[src/rtl/mem_loader.sv]
// Stream-to-RAM program loader: writes a valid/ready byte stream into program RAM,
// or in verify mode reads RAM back and counts mismatches against the stream.
module mem_loader #(
   parameter int AW = 16,
   parameter int DW = 8
) (
   input  logic          clk,
   input  logic          rst,
   input  logic          start,
   input  logic          mode,
   input  logic [AW-1:0] base_addr,
   input  logic [AW-1:0] len,
   input  logic [DW-1:0] in_data,
   input  logic          in_valid,
   output logic          in_ready,
   output logic [AW-1:0] mem_addr,
   output logic [DW-1:0] mem_wdata,
   output logic          mem_write,
   output logic          mem_read,
   input  logic [DW-1:0] mem_rdata,
   output logic          busy,
   output logic          done,
   output logic [7:0]    err_cnt,
   output logic [AW-1:0] first_err_addr,
   output logic          err_flag
);

   typedef enum logic [2:0] {IDLE, FETCH, WRITE, READ, CHECK, DONE} state_t;

   localparam logic [AW-1:0] ONE = 1;

   state_t        state;
   logic          mode_q;
   logic [AW-1:0] len_q;
   logic [AW-1:0] cnt;
   logic [AW-1:0] cnt_inc;
   logic          last;

   assign cnt_inc = cnt + ONE;
   assign last    = (cnt_inc == len_q);

   // mem_addr doubles as the running address and mem_wdata as the byte register,
   // so both are already registered and stable through the strobe cycle.
   always_ff @(posedge clk or posedge rst) begin
      if (rst) begin
         state          <= IDLE;
         mode_q         <= 1'b0;
         len_q          <= '0;
         cnt            <= '0;
         in_ready       <= 1'b0;
         mem_addr       <= '0;
         mem_wdata      <= '0;
         mem_write      <= 1'b0;
         mem_read       <= 1'b0;
         busy           <= 1'b0;
         done           <= 1'b0;
         err_cnt        <= '0;
         first_err_addr <= '0;
         err_flag       <= 1'b0;
      end else begin
         done      <= 1'b0;
         mem_write <= 1'b0;
         mem_read  <= 1'b0;
         case (state)
            IDLE: begin
               if (start) begin
                  mode_q         <= mode;
                  len_q          <= len;
                  mem_addr       <= base_addr;
                  cnt            <= '0;
                  err_cnt        <= '0;
                  err_flag       <= 1'b0;
                  first_err_addr <= '0;
                  if (len == '0) begin
                     state <= DONE;
                     done  <= 1'b1;
                  end else begin
                     state    <= FETCH;
                     in_ready <= 1'b1;
                     busy     <= 1'b1;
                  end
               end
            end
            FETCH: begin
               if (in_valid) begin
                  mem_wdata <= in_data;
                  in_ready  <= 1'b0;
                  if (mode_q) begin
                     state    <= READ;
                     mem_read <= 1'b1;
                  end else begin
                     state     <= WRITE;
                     mem_write <= 1'b1;
                  end
               end
            end
            READ: state <= CHECK;
            // WRITE and CHECK share the address/count advance; only CHECK compares.
            WRITE, CHECK: begin
               if (state == CHECK && mem_rdata != mem_wdata) begin
                  if (err_cnt != 8'hFF) err_cnt <= err_cnt + 8'd1;
                  if (!err_flag) begin
                     err_flag       <= 1'b1;
                     first_err_addr <= mem_addr;
                  end
               end
               mem_addr <= mem_addr + ONE;
               cnt      <= cnt_inc;
               if (last) begin
                  state <= DONE;
                  done  <= 1'b1;
                  busy  <= 1'b0;
               end else begin
                  state    <= FETCH;
                  in_ready <= 1'b1;
               end
            end
            DONE:    state <= IDLE;
            default: state <= IDLE;
         endcase
      end
   end

endmodule

[config.mk]
export PLATFORM = sky130hd
export DESIGN_NAME = mem_loader
export DESIGN_NICKNAME = d
export VERILOG_FILES = /design/src/rtl/mem_loader.sv
export SDC_FILE = /design/constraint.sdc
export NUM_CORES = 1
export LEC_CHECK = 0
export BUFFER_PORTS_ARGS = -buffer_cell sky130_fd_sc_hd__buf_2
export CAP_MARGIN = 0
export CORE_MARGIN = 4
export CORE_UTILIZATION = 54
export CTS_CLUSTER_DIAMETER = 40
export DETAILED_ROUTE_END_ITERATION = 10
export GPL_ROUTABILITY_DRIVEN = 0
export GPL_TIMING_DRIVEN = 0
export PLACE_DENSITY_LB_ADDON = 0.2
export SYNTH_ARGS = -nofsm -noshare
export SYNTH_HDL_FRONTEND = slang
export SYNTH_SLANG_ARGS = --single-unit
[constraint.sdc]
create_clock -name clk -period 3.32 [get_ports clk]
set_clock_uncertainty 0.1 [all_clocks]
set_input_delay 0.166 -clock clk [delete_from_list [all_inputs] [get_ports clk]]
set_output_delay 0.166 -clock clk [all_outputs]
set_load 0.1 [all_outputs]
## After elaboration in Yosys (flattened, before gate mapping)

Index checks and enable logic that the tools add are counted.

| operators by class | value |
|---|---|
| muxes and demuxes | 37 |
| reductions and logical operators | 15 |
| $add $sub $neg | 3 |
| equal/unequal tests | 15 |

Operators by type and width:

| kind | count |
|---|---|
| case mux 16 bit (2 select lines) | 3 |
| two-way mux 16 bit | 4 |
| adder 16 x 1 -> 16 bit, second input constant | 2 |
| two-way mux 8 bit | 3 |
| two-way mux 1 bit | 17 |
| == test 16 bit | 1 |
| logical NOT 16 bit | 1 |
| inequality test 2 bit, second input constant | 8 |
| case mux 8 bit (2 select lines) | 1 |
| two-way mux 3 bit | 4 |
| case mux 3 bit (4 select lines) | 1 |
| AND reduction 4 bit | 3 |
| adder 8 x 1 -> 8 bit, second input constant | 1 |
| inequality test 8 bit | 1 |
| inequality test 8 bit, second input constant | 1 |
| AND reduction 2 bit | 4 |
| == test 3 x 2 -> 1 bit, second input constant | 2 |
| case mux 1 bit (2 select lines) | 3 |
| AND reduction 5 bit | 1 |
| == test 3 x 1 -> 1 bit, second input constant | 1 |
| == test 3 bit, second input constant | 1 |
| logical NOT 3 bit | 1 |
| case mux 1 bit (3 select lines) | 1 |
| AND reduction 3 bit | 1 |
| other kinds (4) | 4 |

| word-level totals | value |
|---|---|
| logic and storage cells | 84 |
| register bits after elaboration | 90 |
| input port bits | 53 |
| output and inout bits | 54 |

## Longest topological paths before layout

| logic depth | value |
|---|---|
| depth after elaboration | 4 |
| gate-level depth with buffers | 10 |
| gate-level depth less buffers | 7 |

## Worst setup path before layout

No wires, ideal clock.

| timing | value |
|---|---|
| path type | reg2reg |
| from | reg mem_wdata[0] |
| to | reg first_err_addr[0] |
| path slack | 0.770 ns |
| period minus slack after synthesis | 2.550 ns |
| cell stages (with the launch flop) | 9 |
| data required time | 3.137 ns |
| setup time | 0.083 ns |
| buffers on the path | 2 |
| arrival | 2.367 ns |
| cell sequence | dfrtp_1 -> xnor2_1 -> nand4_1 -> o211ai_1 -> a22o_1 -> buf_2 -> buf_2 -> nand2_1 -> o21ai_0 |

| between the ends | value |
|---|---|
| word-level cells in the longest chain between the ends | 4 |

Ends and longest elaborated chain:

| element | line | RTL |
|---|---|---|
| start, declared | 17 | `output logic [DW-1:0] mem_wdata,` |
| start signal, assigned | 86 | `mem_wdata <= in_data;` |
| inequality test 8 bit | 100 | `if (state == CHECK && mem_rdata != mem_wdata) begin` |
| logical AND 1 bit | 100 |  |
| inequality test 2 bit (no source line) | n/a |  |
| AND reduction 4 bit (no source line) | n/a |  |
| end signal, assigned | 104 | `first_err_addr <= mem_addr;` |
| end, declared | 24 | `output logic [AW-1:0] first_err_addr,` |

No other way between the ends.
A chain may end at the register's enable or synchronous reset.

## Worst setup path in the final report

| timing | value |
|---|---|
| from | reg cnt[0] |
| to | reg in_ready |

| between the ends | value |
|---|---|
| word-level cells in the longest chain between the ends | 4 |

Ends and longest elaborated chain:

| element | line | RTL |
|---|---|---|
| start, declared | 35 | `logic [AW-1:0] cnt;` |
| start signal, assigned | 108 | `cnt <= cnt_inc;` |
| adder 16 x 1 -> 16 bit | 39 | `assign cnt_inc = cnt + ONE;` |
| == test 16 bit | 40 | `assign last = (cnt_inc == len_q);` |
| inequality test 2 bit (no source line) | n/a |  |
| AND reduction 5 bit (no source line) | n/a |  |
| end signal, assigned | 50 | `in_ready <= 1'b0;` |
| end signal, assigned | 79 | `in_ready <= 1'b1;` |
| end signal, assigned | 87 | `in_ready <= 1'b0;` |
| end, declared | 15 | `output logic in_ready,` |

No other way between the ends.

==> out/qor_table.md <==
| Stage | Item | Value |
|:---|:---|:---|
| logic synthesis | Count of cell types in the netlist | 56 |
| clocking | Number of clock buffers inserted by TritonCTS | 9 |
| drt | Number of optimization iterations in the first detailed-route pass | 5 |
| logic synthesis | Post-Syn Nets | 580 |
| placement | Post-Place Cells | 736 |
| critical path | Flop2flop setup slack | 500 ps |
| finish | Final net count | 725 |
| critical path | Critical path class | reg2reg |
| logic synthesis | Sequential-to-total area share from yosys stat | 47.7% |
| finish | Area growth from synthesis to layout | 24.5% |
| sta | Hold Vio Cnt, Final | 0 |
| logic synthesis | Synth Cell Area | 4720 sq um |
| global routing | All-Layer GR Usage | 25.4% |
| critical path | Crit path from | cnt[0] |
| critical path | Startpoint of the worst-slack reg-to-reg timing path | cnt[0] |
| die | Boundary Pins | 107 |
| logic synthesis | Largest area contributor in the netlist | sky130_fd_sc_hd__dfrtp_1 |
| logic synthesis | Synth area leaders | sky130_fd_sc_hd__dfrtp_1 48%, sky130_fd_sc_hd__nand2_1 9.9%, sky130_fd_sc_hd__xnor2_1 5.6% |
| clocking | Gates resized, CTS repair | 0 |
| sta | Transition time at the pin with the least slew margin | 748 ps |
| sta | Share of the clock period used by the worst path after layout | 85.0% |
| finish | Final cell count without fillers | 779 |
| critical path | Largest fanout of any net on the critical path | 8 |
| clocking | Clock edge transition at the registers on the reported setup and hold paths | 90 ps |
| drt | Via density | 5.80 |
| drt | Wire per inst | 16.1 microns |
| sta | Unrepaired setup endpoints after global routing | false |
| sta | Max-slew violation count | 0 |
| logic synthesis | Share of flip-flops with an asynchronous set or reset after synthesis | 100% |
| pwr | PwrDens | 1060 nW/um^2 |
| min path | Hold Startpoint | base_addr[7] |
| logic synthesis | Count of mapped cells out of synthesis | 524 |
| sta | Post-route minimum period | 2820 ps |
| pwr | Total Power Consumption | 6.20 mW |
| die | Area of the die | 10,300 sq um |
| critical path | Worst reg2reg path depth | 7 |
| drt | Detail Route Antenna Nets | 0 |
| min path | Worst hold path type | in2reg |
| global routing | Largest net degree at the start of global routing | 66 |
| placement | Count of input and output buffers | 106 |
| critical path | Critical Path Sink Type | register |
| clocking | Number of buffers inserted by post-CTS setup repair | 0 |
| outcome | Outcome | finished, final reports clean |
| clocking | Clock latency at the later pin of the worst-skew pair | 370 ps |
| logic synthesis | Fraction of post-synthesis cell area in the top cell type by area | 47.7% |
| drt | DRC violation total after the first TritonRoute iteration | 345 |
| global routing | Number of antenna violations at the first check in global routing | 0 |
| finish | Cell area after layout | 5870 sq um |
| clocking | Buffers from clock root to sink, at most | 2 |
| global routing | Via count of the first global-routing pass | 4,337 |
| critical path | Reg-to-Reg End | in_ready |
| clocking | Clock tree from TritonCTS | done |
| global routing | Global route overflow | 0 |
| placement | HPWL Detailed | 8900 microns |
| global routing | Wire length of the first global-routing pass | 21,000 microns |
| die | Height of the die | 101 microns |
| drt | Final wirelength | 12,600 microns |
| die | Area of the core region | 8340 sq um |
| sta | Relative slew margins | 49.9% |
| critical path | Destination of the critical timing path | in_ready |
| finish | Fraction of final layout cells with drive strength greater than 1 | 20.8% |
| finish | Filler instances | 662 |
| sta | Final Setup Violations | 0 |
| pwr | Max IR drop VDD | 0.966 mV |
| logic synthesis | Count of warnings emitted by yosys | 0 |
| critical path | Worst Path Required | 3470 ps |
| logic synthesis | Post-synth EDFFs | 0 |
| clocking | CTS H-tree lvls | 3 |
| clocking | Hold Buf Count CTS | 27 |
| logic synthesis | Most used flip-flop cell after synthesis | sky130_fd_sc_hd__dfrtp_1 |
| flow run | Max Cap Viol | 0 |
| pwr | Standby leakage power | 2.79 nW |
| placement | Placed Area | 5410 sq um |
| clocking | Number of sinks driven by the clock tree | 90 |
| drt | Total via count after detailed routing | 4,516 |
| finish | Number of antenna repair diodes | 0 |
| logic synthesis | Mean instance size in the synthesized netlist | 9.00 sq um |
| die | Row count | 33 |
| sta | Fmax | 0.354 GHz |
| logic synthesis | #FFs+latches synth | 90 |
| critical path | Arrival time worst endpoint | 2970 ps |
| critical path | Kind of start point of the critical path | register |
| clocking | CTS Root Buffer Type | sky130_fd_sc_hd__clkbuf_8 |
| die | Width of the chip | 101 microns |
| drt | Remaining routing DRC violations | 0 |
| die | Starting utilization of the core area | 56.6% |
layout by cell type, fill, tap and decap left out, types with 4 or more instances in the layout:
cell	netlist	layout
sky130_fd_sc_hd__o21ai_0	40	40
sky130_fd_sc_hd__buf_2	4	110
sky130_fd_sc_hd__nor3_1	5	5
sky130_fd_sc_hd__inv_1	10	9
sky130_fd_sc_hd__dlygate4sd3_1	0	27
sky130_fd_sc_hd__o22ai_1	12	12
sky130_fd_sc_hd__a211oi_1	7	7
sky130_fd_sc_hd__a21oi_1	33	33
sky130_fd_sc_hd__and3_1	9	9
sky130_fd_sc_hd__xor2_1	5	5
sky130_fd_sc_hd__clkbuf_1	24	26
sky130_fd_sc_hd__xnor2_1	30	30
sky130_fd_sc_hd__a31oi_1	4	4
sky130_fd_sc_hd__nand3_1	17	17
sky130_fd_sc_hd__nor2_1	19	19
sky130_fd_sc_hd__clkbuf_8	0	9
sky130_fd_sc_hd__nand4_1	11	11
sky130_fd_sc_hd__a22o_1	17	17
sky130_fd_sc_hd__nand2_1	124	124
sky130_fd_sc_hd__nand2b_1	6	6
sky130_fd_sc_hd__dfrtp_1	90	90
sky130_fd_sc_hd__nor4_1	4	4
per-layer routing:
layer | track usage, % | vias up | share of wire, %
met5 | 0 | - | 0
met4 | 5.42 | 0 | 0.96
met3 | 5.58 | 13 | 8.5
met2 | 39.6 | 203 | 47
met1 | 36.9 | 2152 | 43
li1 | - | 2148 | -
worst min-delay path by stage:
stage              endpoint  depth (start not counted)  slack, ps
2_1_floorplan      len_q[0]                          2        170
5_1_grt         mem_addr[5]                          3         30
3_3_place_gp   mem_wdata[5]                          3        260
3_5_place_dp     err_cnt[0]                          2         70
6_report        mem_addr[7]                          3         20
4_1_cts         mem_addr[7]                          3         10
cell families (layout without fill, tap and decap cells):
kind of cell,Yosys count,count (layout),synth area share [%]
flops,90,90,47.7
compound gates,136,136,18.2
buf+inv,42,192,3.58
xor+xnor,35,35,6.50
mux,3,3,0.637
simple gates,215,215,22.5
fa+ha+maj,3,3,0.796
worst max-delay path, stage by stage (launching register included):
cell	delay (ps)
sky130_fd_sc_hd__dfrtp_1	480
sky130_fd_sc_hd__ha_1	300
sky130_fd_sc_hd__nand3_2	240
sky130_fd_sc_hd__nor3_4	100
sky130_fd_sc_hd__or4b_2	620
sky130_fd_sc_hd__a31oi_1	200
sky130_fd_sc_hd__nand4_1	310
sky130_fd_sc_hd__a32o_1	350
sequential cells by signal, indices dropped and copies added (netlist names):
name and cells:
cnt 16, first_err_addr 16, len_q 16, mem_addr 16
err_cnt 8, mem_wdata 8, state 3, busy 1
done 1, err_flag 1, in_ready 1, mem_read 1
mem_write 1, mode_q 1
per-stage QoR:
stage | setup slack (ps) | TNS (ps) | utilization, % | hold slack (ps)
floorplan | 719 | 0 | - | 171
global placement | -324 | -28740 | 64.5 | 256
detailed placement | 549 | 0 | 64.9 | 71.7
CTS | 519 | 0 | 70.4 | 10.5
global route | 380 | 0 | 70.4 | 26.5
finish | 497 | 0 | 70.4 | 19.9
Yosys cell counts, drive strengths merged, types with 5 or more instances:
library cell,count
a211oi,7
dfrtp,90
nand4,12
nand2,124
o22ai,12
nor2,19
nor4,8
clkbuf,26
nor3,6
o21ai,40
buf,5
a22o,17
xor2,5
nand2b,6
inv,10
a21oi,33
nand3,19
xnor2,30
and3,9
power by group:
| part | switching (mW) | total [mW] | internal [mW] |
|---|---|---|---|
| clock | 0.407 | 0.762 | 0.356 |
| combinational | 2.82 | 3.62 | 0.795 |
| sequential | 0.365 | 1.82 | 1.46 |
layout make-up:
type                       instances  area, sq um  area share, %
multi-input combinational        392         2300           39.1
sequential                        90         2250           38.3
timing repair buffer             134          828           14.1
clock buffer                      11          131           2.24
tap                              105          131           2.24
buffer                            31          128           2.17
clock inverter                     5         62.6           1.07
inverter                          11         43.8          0.746
Note: power is estimated with default switching activity, not from simulation.
